--- config.mk ---
export PLATFORM = sky130hd
export DESIGN_NAME = spi_frame_loader_flat
export DESIGN_NICKNAME = d
export VERILOG_FILES = /design/src/rtl/spi_frame_loader_if.sv /design/src/rtl/spi_frame_loader.sv /design/src/flat_wrapper.sv
export SDC_FILE = /design/constraint.sdc
export NUM_CORES = 1
export LEC_CHECK = 0
export BUFFER_PORTS_ARGS = -buffer_cell sky130_fd_sc_hd__buf_2
export CAP_MARGIN = 20
export CORE_ASPECT_RATIO = 0.8
export CORE_MARGIN = 5
export CORE_UTILIZATION = 53
export DETAILED_ROUTE_END_ITERATION = 10
export PLACE_DENSITY = 0.79
export SLEW_MARGIN = 20
export SYNTH_ARGS = -nofsm -noshare
export SYNTH_HDL_FRONTEND = slang
export SYNTH_SLANG_ARGS = --single-unit
--- constraint.sdc ---
create_clock -name clk -period 2.1 [get_ports clk]
set_input_delay 0.21 -clock clk [delete_from_list [all_inputs] [get_ports clk]]
set_output_delay 0.21 -clock clk [all_outputs]
set_load 0.01 [all_outputs]
--- src/rtl/spi_frame_loader_if.sv ---
// Frame intake and CPU-memory write channel between the SPI slave, the loader and memory.
// The slave modport is the loader's view; master is the surrounding SPI slave plus memory side.
interface spi_frame_loader_if #(
  parameter int ADDR_W = 6
);
  logic              frame_valid;
  logic [39:0]       frame_data;
  logic              frame_ready;
  logic              mem_req;
  logic [ADDR_W-1:0] mem_addr;
  logic [31:0]       mem_wdata;
  logic              mem_gnt;

  modport master (
    output frame_valid, frame_data, mem_gnt,
    input  frame_ready, mem_req, mem_addr, mem_wdata
  );

  modport slave (
    input  frame_valid, frame_data, mem_gnt,
    output frame_ready, mem_req, mem_addr, mem_wdata
  );
endinterface

--- src/rtl/spi_frame_loader.sv ---
// Buffers SPI command frames and turns WRITE frames into CPU-memory writes, plus CPU run/halt control.
// Push-to-mem_req is 3 cycles from an empty idle FIFO; frame_ready drops when DEPTH frames are held.
module spi_frame_loader #(
  parameter int DEPTH  = 4,
  parameter int ADDR_W = 6
) (
  input  logic              clk,
  input  logic              rst,
  spi_frame_loader_if.slave bus,
  output logic              cpu_run,
  output logic              busy,
  output logic [7:0]        err_count
);
  localparam int              PTR_W    = $clog2(DEPTH);
  localparam logic [PTR_W:0]   FULL_CNT = (PTR_W+1)'(DEPTH);
  localparam logic [PTR_W:0]   CNT_INC  = (PTR_W+1)'(1);
  localparam logic [PTR_W-1:0] PTR_INC  = PTR_W'(1);

  typedef enum logic [1:0] {
    CMD_NOP   = 2'b00,
    CMD_WRITE = 2'b01,
    CMD_RUN   = 2'b10,
    CMD_HALT  = 2'b11
  } cmd_e;

  typedef struct packed {
    cmd_e        cmd;
    logic [5:0]  addr;
    logic [31:0] data;
  } frame_t;

  typedef enum logic [1:0] {IDLE, DECODE, ISSUE} state_e;

  frame_t            fifo_mem [DEPTH];
  logic [PTR_W-1:0]  wr_ptr;
  logic [PTR_W-1:0]  rd_ptr;
  logic [PTR_W:0]    count;
  frame_t            cmd_q;
  state_e            state;
  state_e            state_nxt;
  logic              push;
  logic              pop;
  logic              load_wr;
  logic              set_run;
  logic              clr_run;
  logic              reject;
  logic [ADDR_W-1:0] mem_addr_q;
  logic [31:0]       mem_wdata_q;

  // frame_ready depends only on the registered count, never on frame_valid
  assign bus.frame_ready = (count < FULL_CNT);
  assign push            = bus.frame_valid && bus.frame_ready;
  assign busy            = (state != IDLE) || (count != '0);
  assign bus.mem_req     = (state == ISSUE);
  assign bus.mem_addr    = mem_addr_q;
  assign bus.mem_wdata   = mem_wdata_q;

  always_ff @(posedge clk) begin
    if (push) begin
      fifo_mem[wr_ptr] <= frame_t'(bus.frame_data);
    end
  end

  always_ff @(posedge clk) begin
    if (rst) begin
      wr_ptr <= '0;
      rd_ptr <= '0;
      count  <= '0;
    end else begin
      if (push) begin
        wr_ptr <= wr_ptr + PTR_INC;
      end
      if (pop) begin
        rd_ptr <= rd_ptr + PTR_INC;
      end
      case ({push, pop})
        2'b10:   count <= count + CNT_INC;
        2'b01:   count <= count - CNT_INC;
        default: count <= count;
      endcase
    end
  end

  always_ff @(posedge clk) begin
    if (rst) begin
      state <= IDLE;
    end else begin
      state <= state_nxt;
    end
  end

  always_comb begin
    state_nxt = state;
    pop       = 1'b0;
    load_wr   = 1'b0;
    set_run   = 1'b0;
    clr_run   = 1'b0;
    reject    = 1'b0;
    case (state)
      IDLE: begin
        if (count != '0) begin
          pop       = 1'b1;
          state_nxt = DECODE;
        end
      end
      DECODE: begin
        state_nxt = IDLE;
        case (cmd_q.cmd)
          CMD_RUN:  set_run = 1'b1;
          CMD_HALT: clr_run = 1'b1;
          CMD_WRITE: begin
            // memory is only writable while the CPU is held
            if (cpu_run) begin
              reject = 1'b1;
            end else begin
              load_wr   = 1'b1;
              state_nxt = ISSUE;
            end
          end
          default: ;
        endcase
      end
      ISSUE: begin
        if (bus.mem_gnt) begin
          state_nxt = IDLE;
        end
      end
      default: state_nxt = IDLE;
    endcase
  end

  always_ff @(posedge clk) begin
    if (rst) begin
      cmd_q       <= '0;
      cpu_run     <= 1'b0;
      err_count   <= 8'd0;
      mem_addr_q  <= '0;
      mem_wdata_q <= 32'd0;
    end else begin
      if (pop) begin
        cmd_q <= fifo_mem[rd_ptr];
      end
      if (set_run) begin
        cpu_run <= 1'b1;
      end
      if (clr_run) begin
        cpu_run <= 1'b0;
      end
      if (reject && (err_count != 8'hFF)) begin
        err_count <= err_count + 8'd1;
      end
      if (load_wr) begin
        mem_addr_q  <= cmd_q.addr[ADDR_W-1:0];
        mem_wdata_q <= cmd_q.data;
      end
    end
  end
endmodule

--- src/flat_wrapper.sv ---
// flat-port wrapper written by rule: the top's interface ports become plain ports
module spi_frame_loader_flat 
#(
  parameter int DEPTH  = 4,
  parameter int ADDR_W = 6
)
  (clk, rst, cpu_run, busy, err_count, bus_frame_valid, bus_frame_data, bus_mem_gnt, bus_frame_ready, bus_mem_req, bus_mem_addr, bus_mem_wdata);
  spi_frame_loader_if #(.ADDR_W(ADDR_W)) bus_i ();
  input  logic clk;
  input  logic rst;
  output logic cpu_run;
  output logic busy;
  output logic [7:0] err_count;
  input wire logic [$bits(bus_i.frame_valid)-1:0] bus_frame_valid;
  input wire logic [$bits(bus_i.frame_data)-1:0] bus_frame_data;
  input wire logic [$bits(bus_i.mem_gnt)-1:0] bus_mem_gnt;
  output wire logic [$bits(bus_i.frame_ready)-1:0] bus_frame_ready;
  output wire logic [$bits(bus_i.mem_req)-1:0] bus_mem_req;
  output wire logic [$bits(bus_i.mem_addr)-1:0] bus_mem_addr;
  output wire logic [$bits(bus_i.mem_wdata)-1:0] bus_mem_wdata;
  assign bus_i.frame_valid = bus_frame_valid;
  assign bus_i.frame_data = bus_frame_data;
  assign bus_i.mem_gnt = bus_mem_gnt;
  assign bus_frame_ready = bus_i.frame_ready;
  assign bus_mem_req = bus_i.mem_req;
  assign bus_mem_addr = bus_i.mem_addr;
  assign bus_mem_wdata = bus_i.mem_wdata;
  spi_frame_loader #(.DEPTH(DEPTH), .ADDR_W(ADDR_W)) u_core (.clk(clk), .rst(rst), .bus(bus_i), .cpu_run(cpu_run), .busy(busy), .err_count(err_count));
endmodule
==> results.txt <==
* Class of the tightest hold or removal check: in -> reg
- Kind of launch point of the worst setup path: flop
- In the routed layout, each cell is associated on average with a via count of 5.552.
- The setup path with the least slack is of type reg -> reg.
* Final critical path time including I/O delays and setup: 1.977 ns
- Power density over the cells: 1188 nW/um^2
- Post-route ant nets: 0
- Netlist area before placement: 9394 um^2
- After technology mapping, the gate count stands at 660.
- Prior to clock tree synthesis, the placed netlist has a worst setup slack of 0.09825 ns.
* Number of sinks on the clock net: 256
- Top area cells in the synthesized netlist: edfxtp_1, dfxtp_1, mux4_2
* Required time at the worst-slack endpoint: ~2.6 ns
- In this run the number of H-tree levels came out at 1.
* Post-synth cell types: 37
- Overall Power: 13550 uW
- After detailed routing, the average wire length per cell comes to around 19 um.
- Cell area after layout: 11410 um^2
- Final hold viol count: 0
- The first global-routing pass estimated 32020 um of wire.
- CTS Buffer Depth: 3
- Simple-Gate Fraction of Synth Area: between 9 and 10%
- When the netlist entered floorplanning its net count stood at between 700 and 800.
* Worst clock skew: 0.007081 ns
* Arrival time at the worst endpoint: 2.43 ns
* Critical Path Sink Type: flop
* Port bufs: 93
* Weighted congestion reported at the end of routability-driven placement: 0.8232
- Syn Area/Cell: 14.23 um^2
* Detailed Route Iter0 Violations: 455
* Maxcap violations: 0
- Post-route DRC: 0
- At the pin with the least slew margin, the transition time is 0.8841 ns.
- Number of slew-limit violations in the final report: 0
* Worst IR Drop VDD: 0.0005763 V
- Total wire length: 19750 um
* Horizontal die dimension: around 160 um
* Main combinational cell family by area after synthesis: multiplexers
- Biggest fanout along the worst timing path: 5
- The share of the Yosys chip area taken by registers is 71.60%.
- Routed vias: 5802
- Initial core utilization: 54.06%
- Clock tree synthesis inserted a total of 25 buffers.
- Global route total overflow: 0
- For the worst-skew pair, the clock arrives at the later sink with an insertion delay of 0.52 ns.
- Summing the areas of all fa, ha and maj instances in the mapped netlist gives just over 1% of the synthesized area.
* Final HPWL DP: ~11000 um
- The initial antenna violation count came to 2.
- The Yosys step of the flow raised 0 warnings.
- Summing the areas of all compound-gate instances in the mapped netlist gives 5.461% of the synthesized area.
- Pin count of the biggest net entering global routing: 42
* CTS tree: built
- The die covers 20500 um^2.
- Status: finished clean
- In this run the core area contains 43 standard-cell rows.
- Counting flops and latches in the post-synthesis netlist gives 256.
- For this run, the top clock speed supported by timing is 0.5059 GHz.
* Post-synthesis xor/xnor area fraction: 0.5594%
- Area after detailed placement: around 10000 um^2
* Number of global-route vias before repair: 6117
- Of the cells placed in the final design, the portion with a size suffix greater than 1 is 24.79%.
- For this design the top-level I/O count stands at 94.
* Count of endpoints failing setup in the final report: 0
* Post-route clock period utilization: 94.12%
* Library cell with the largest summed area after synthesis: edfxtp_1
* Root buf cell: clkbuf_16
* Core Box Area: 17380 um^2
- The worst pin sits at a relative slew slack of 41.06%.
- The die is 129.1 um tall.
* Final net count: 851
- The analysis attributes to cell leakage a power of 0.004038 uW.
- Area share of the largest cell type after synthesis: 51.15%
- Multiplexer share of the synthesized area: about a tenth
- Clock-pin slew was measured on the worst setup and hold paths at ~0.060 ns.
- Final setup margin: between 0.1 and 0.15 ns
* First-pass detailed-route iteration total: 6
- Area growth from synthesis to final layout: 21.44%
* Overall track demand over capacity in global routing: 19.27%
placed cells by master, fill, tap and decap left out, types with 3 or more instances in the layout:
cell	count
buf_2	92
clkbuf_8	4
a21oi_1	84
clkbuf_1	7
xor2_1	4
and2_2	4
dfxtp_2	4
nand3_1	3
inv_1	8
buf_4	10
mux4_2	40
buf_12	8
or3_1	3
nand2_1	163
nor3_1	3
edfxtp_1	160
dfxtp_1	90
clkinv_1	3
dlygate4sd3_1	41
nor2_1	16
clkinv_2	4
clkbuf_16	25
ha_1	6
critical path, stage by stage (launching register included):
cell and delay (ns):
dfxtp_1 0.35, nor2_2 0.17, nand2_2 0.09, inv_2 0.07
ha_1 0.17, inv_1 0.06, fa_1 0.37, xor2_1 0.16
or3_1 0.32, a21oi_1 0.14
flip-flops by register name, summed over array words and instances (netlist names), 2 cells and up:
register / count
u_core.bus.mem_addr: 6
u_core.err_count: 8
u_core.bus.mem_wdata: 32
u_core.state: 2
u_core.count: 3
u_core.wr_ptr: 2
u_core.cmd_q: 40
u_core.rd_ptr: 2
u_core.fifo_mem: 160
cell families after synthesis:
kind of cell | after synthesis
XOR/XNOR | 6
AO/OA/AOI/OAI | 95
buffers and inverters | 47
multiplexers | 42
flip-flops | 256
adder cells (fa/ha/maj) | 7
AND/OR/NAND/NOR | 207
report_power, final:
group	internal [uW]	leakage [uW]	total (uW)	switching (uW)
registers	6150	0.00225	6600	448
logic	1190	0.00140	2680	1480
clock network	2470	0.000390	4270	1800
worst paths after layout:
| check | from | to | slack, ns | cells past startpoint |
|---|---|---|---|---|
| min | rst | u_core.cpu_run$_SDFFE_PP0P_ | 0.13 | 2 |
| max | u_core.state[0]$_SDFFE_PP0P_ | u_core.count[2]$_SDFFE_PP0P_ | 0.12 | 9 |
| max reg2reg | u_core.state[0]$_SDFFE_PP0P_ | u_core.count[2]$_SDFFE_PP0P_ | 0.12 | 9 |
| min reg2reg | u_core.cmd_q[28]$_SDFFE_PP0P_ | u_core.bus.mem_wdata[28]$_SDFFE_PP0P_ | 0.45 | 2 |
per-layer routing:
layer  vias to the layer above  track usage (%)  wire length (um)
li1                       2666                -                 -
met1                      2881            24.53              7824
met2                       214            34.30             10220
met3                        39            3.657              1258
met4                         2            5.463               433
met5                         -                0                13
final cells by class:
cell class                      count  area [um^2]
Sequential cell                   256         6739
Fill cell                        1175         5969
Multi-Input combinational cell    357         2450
Timing Repair Buffer              151         1106
Clock buffer                       36        706.9
Tap cell                          225        281.5
Clock inverter                     10        88.84
Inverter                            9        33.78
Antenna cell                        1        2.502
metrics by stage:
step,TNS (ns),cells,utilization (%),hold WS [ns]
after floorplan,0,660,-,0.3089
after global placement,0,956,58.61,0.4197
after detailed placement,0,956,58.61,0.4275
after CTS,0,1043,65.55,0.1144
after global routing,-0.01771,1045,65.65,0.1377
final,0,1045,65.65,0.1292
cells in the mapped netlist:
master,instances
buf_4,12
buf_2,11
nor2_1,18
and4bb_4,1
or3_1,3
fa_1,1
nand2_2,1
clkbuf_1,14
a311oi_1,1
dfxtp_1,96
ha_1,6
o211ai_4,1
nand3b_1,1
and2_1,6
nand4bb_1,1
mux4_2,40
o21a_1,1
and3_1,1
a211oi_1,2
a31oi_1,2
xnor2_1,2
nand2_1,163
nand2b_1,2
a21oi_1,84
xor2_1,4
edfxtp_1,160
nor2b_1,2
nand3_1,3
o21ba_1,1
mux2i_1,2
inv_1,8
o21ai_0,2
buf_1,1
nor3_1,3
inv_2,1
o21bai_1,1
nand4_1,2
timing repair:
action	CTS	global route
buffers inserted	0	1
hold endpoints to repair	161	0
hold buffers	41	0
setup endpoints to repair	0	1
resized for setup	0	5
Power figures use the tool's default switching activity.
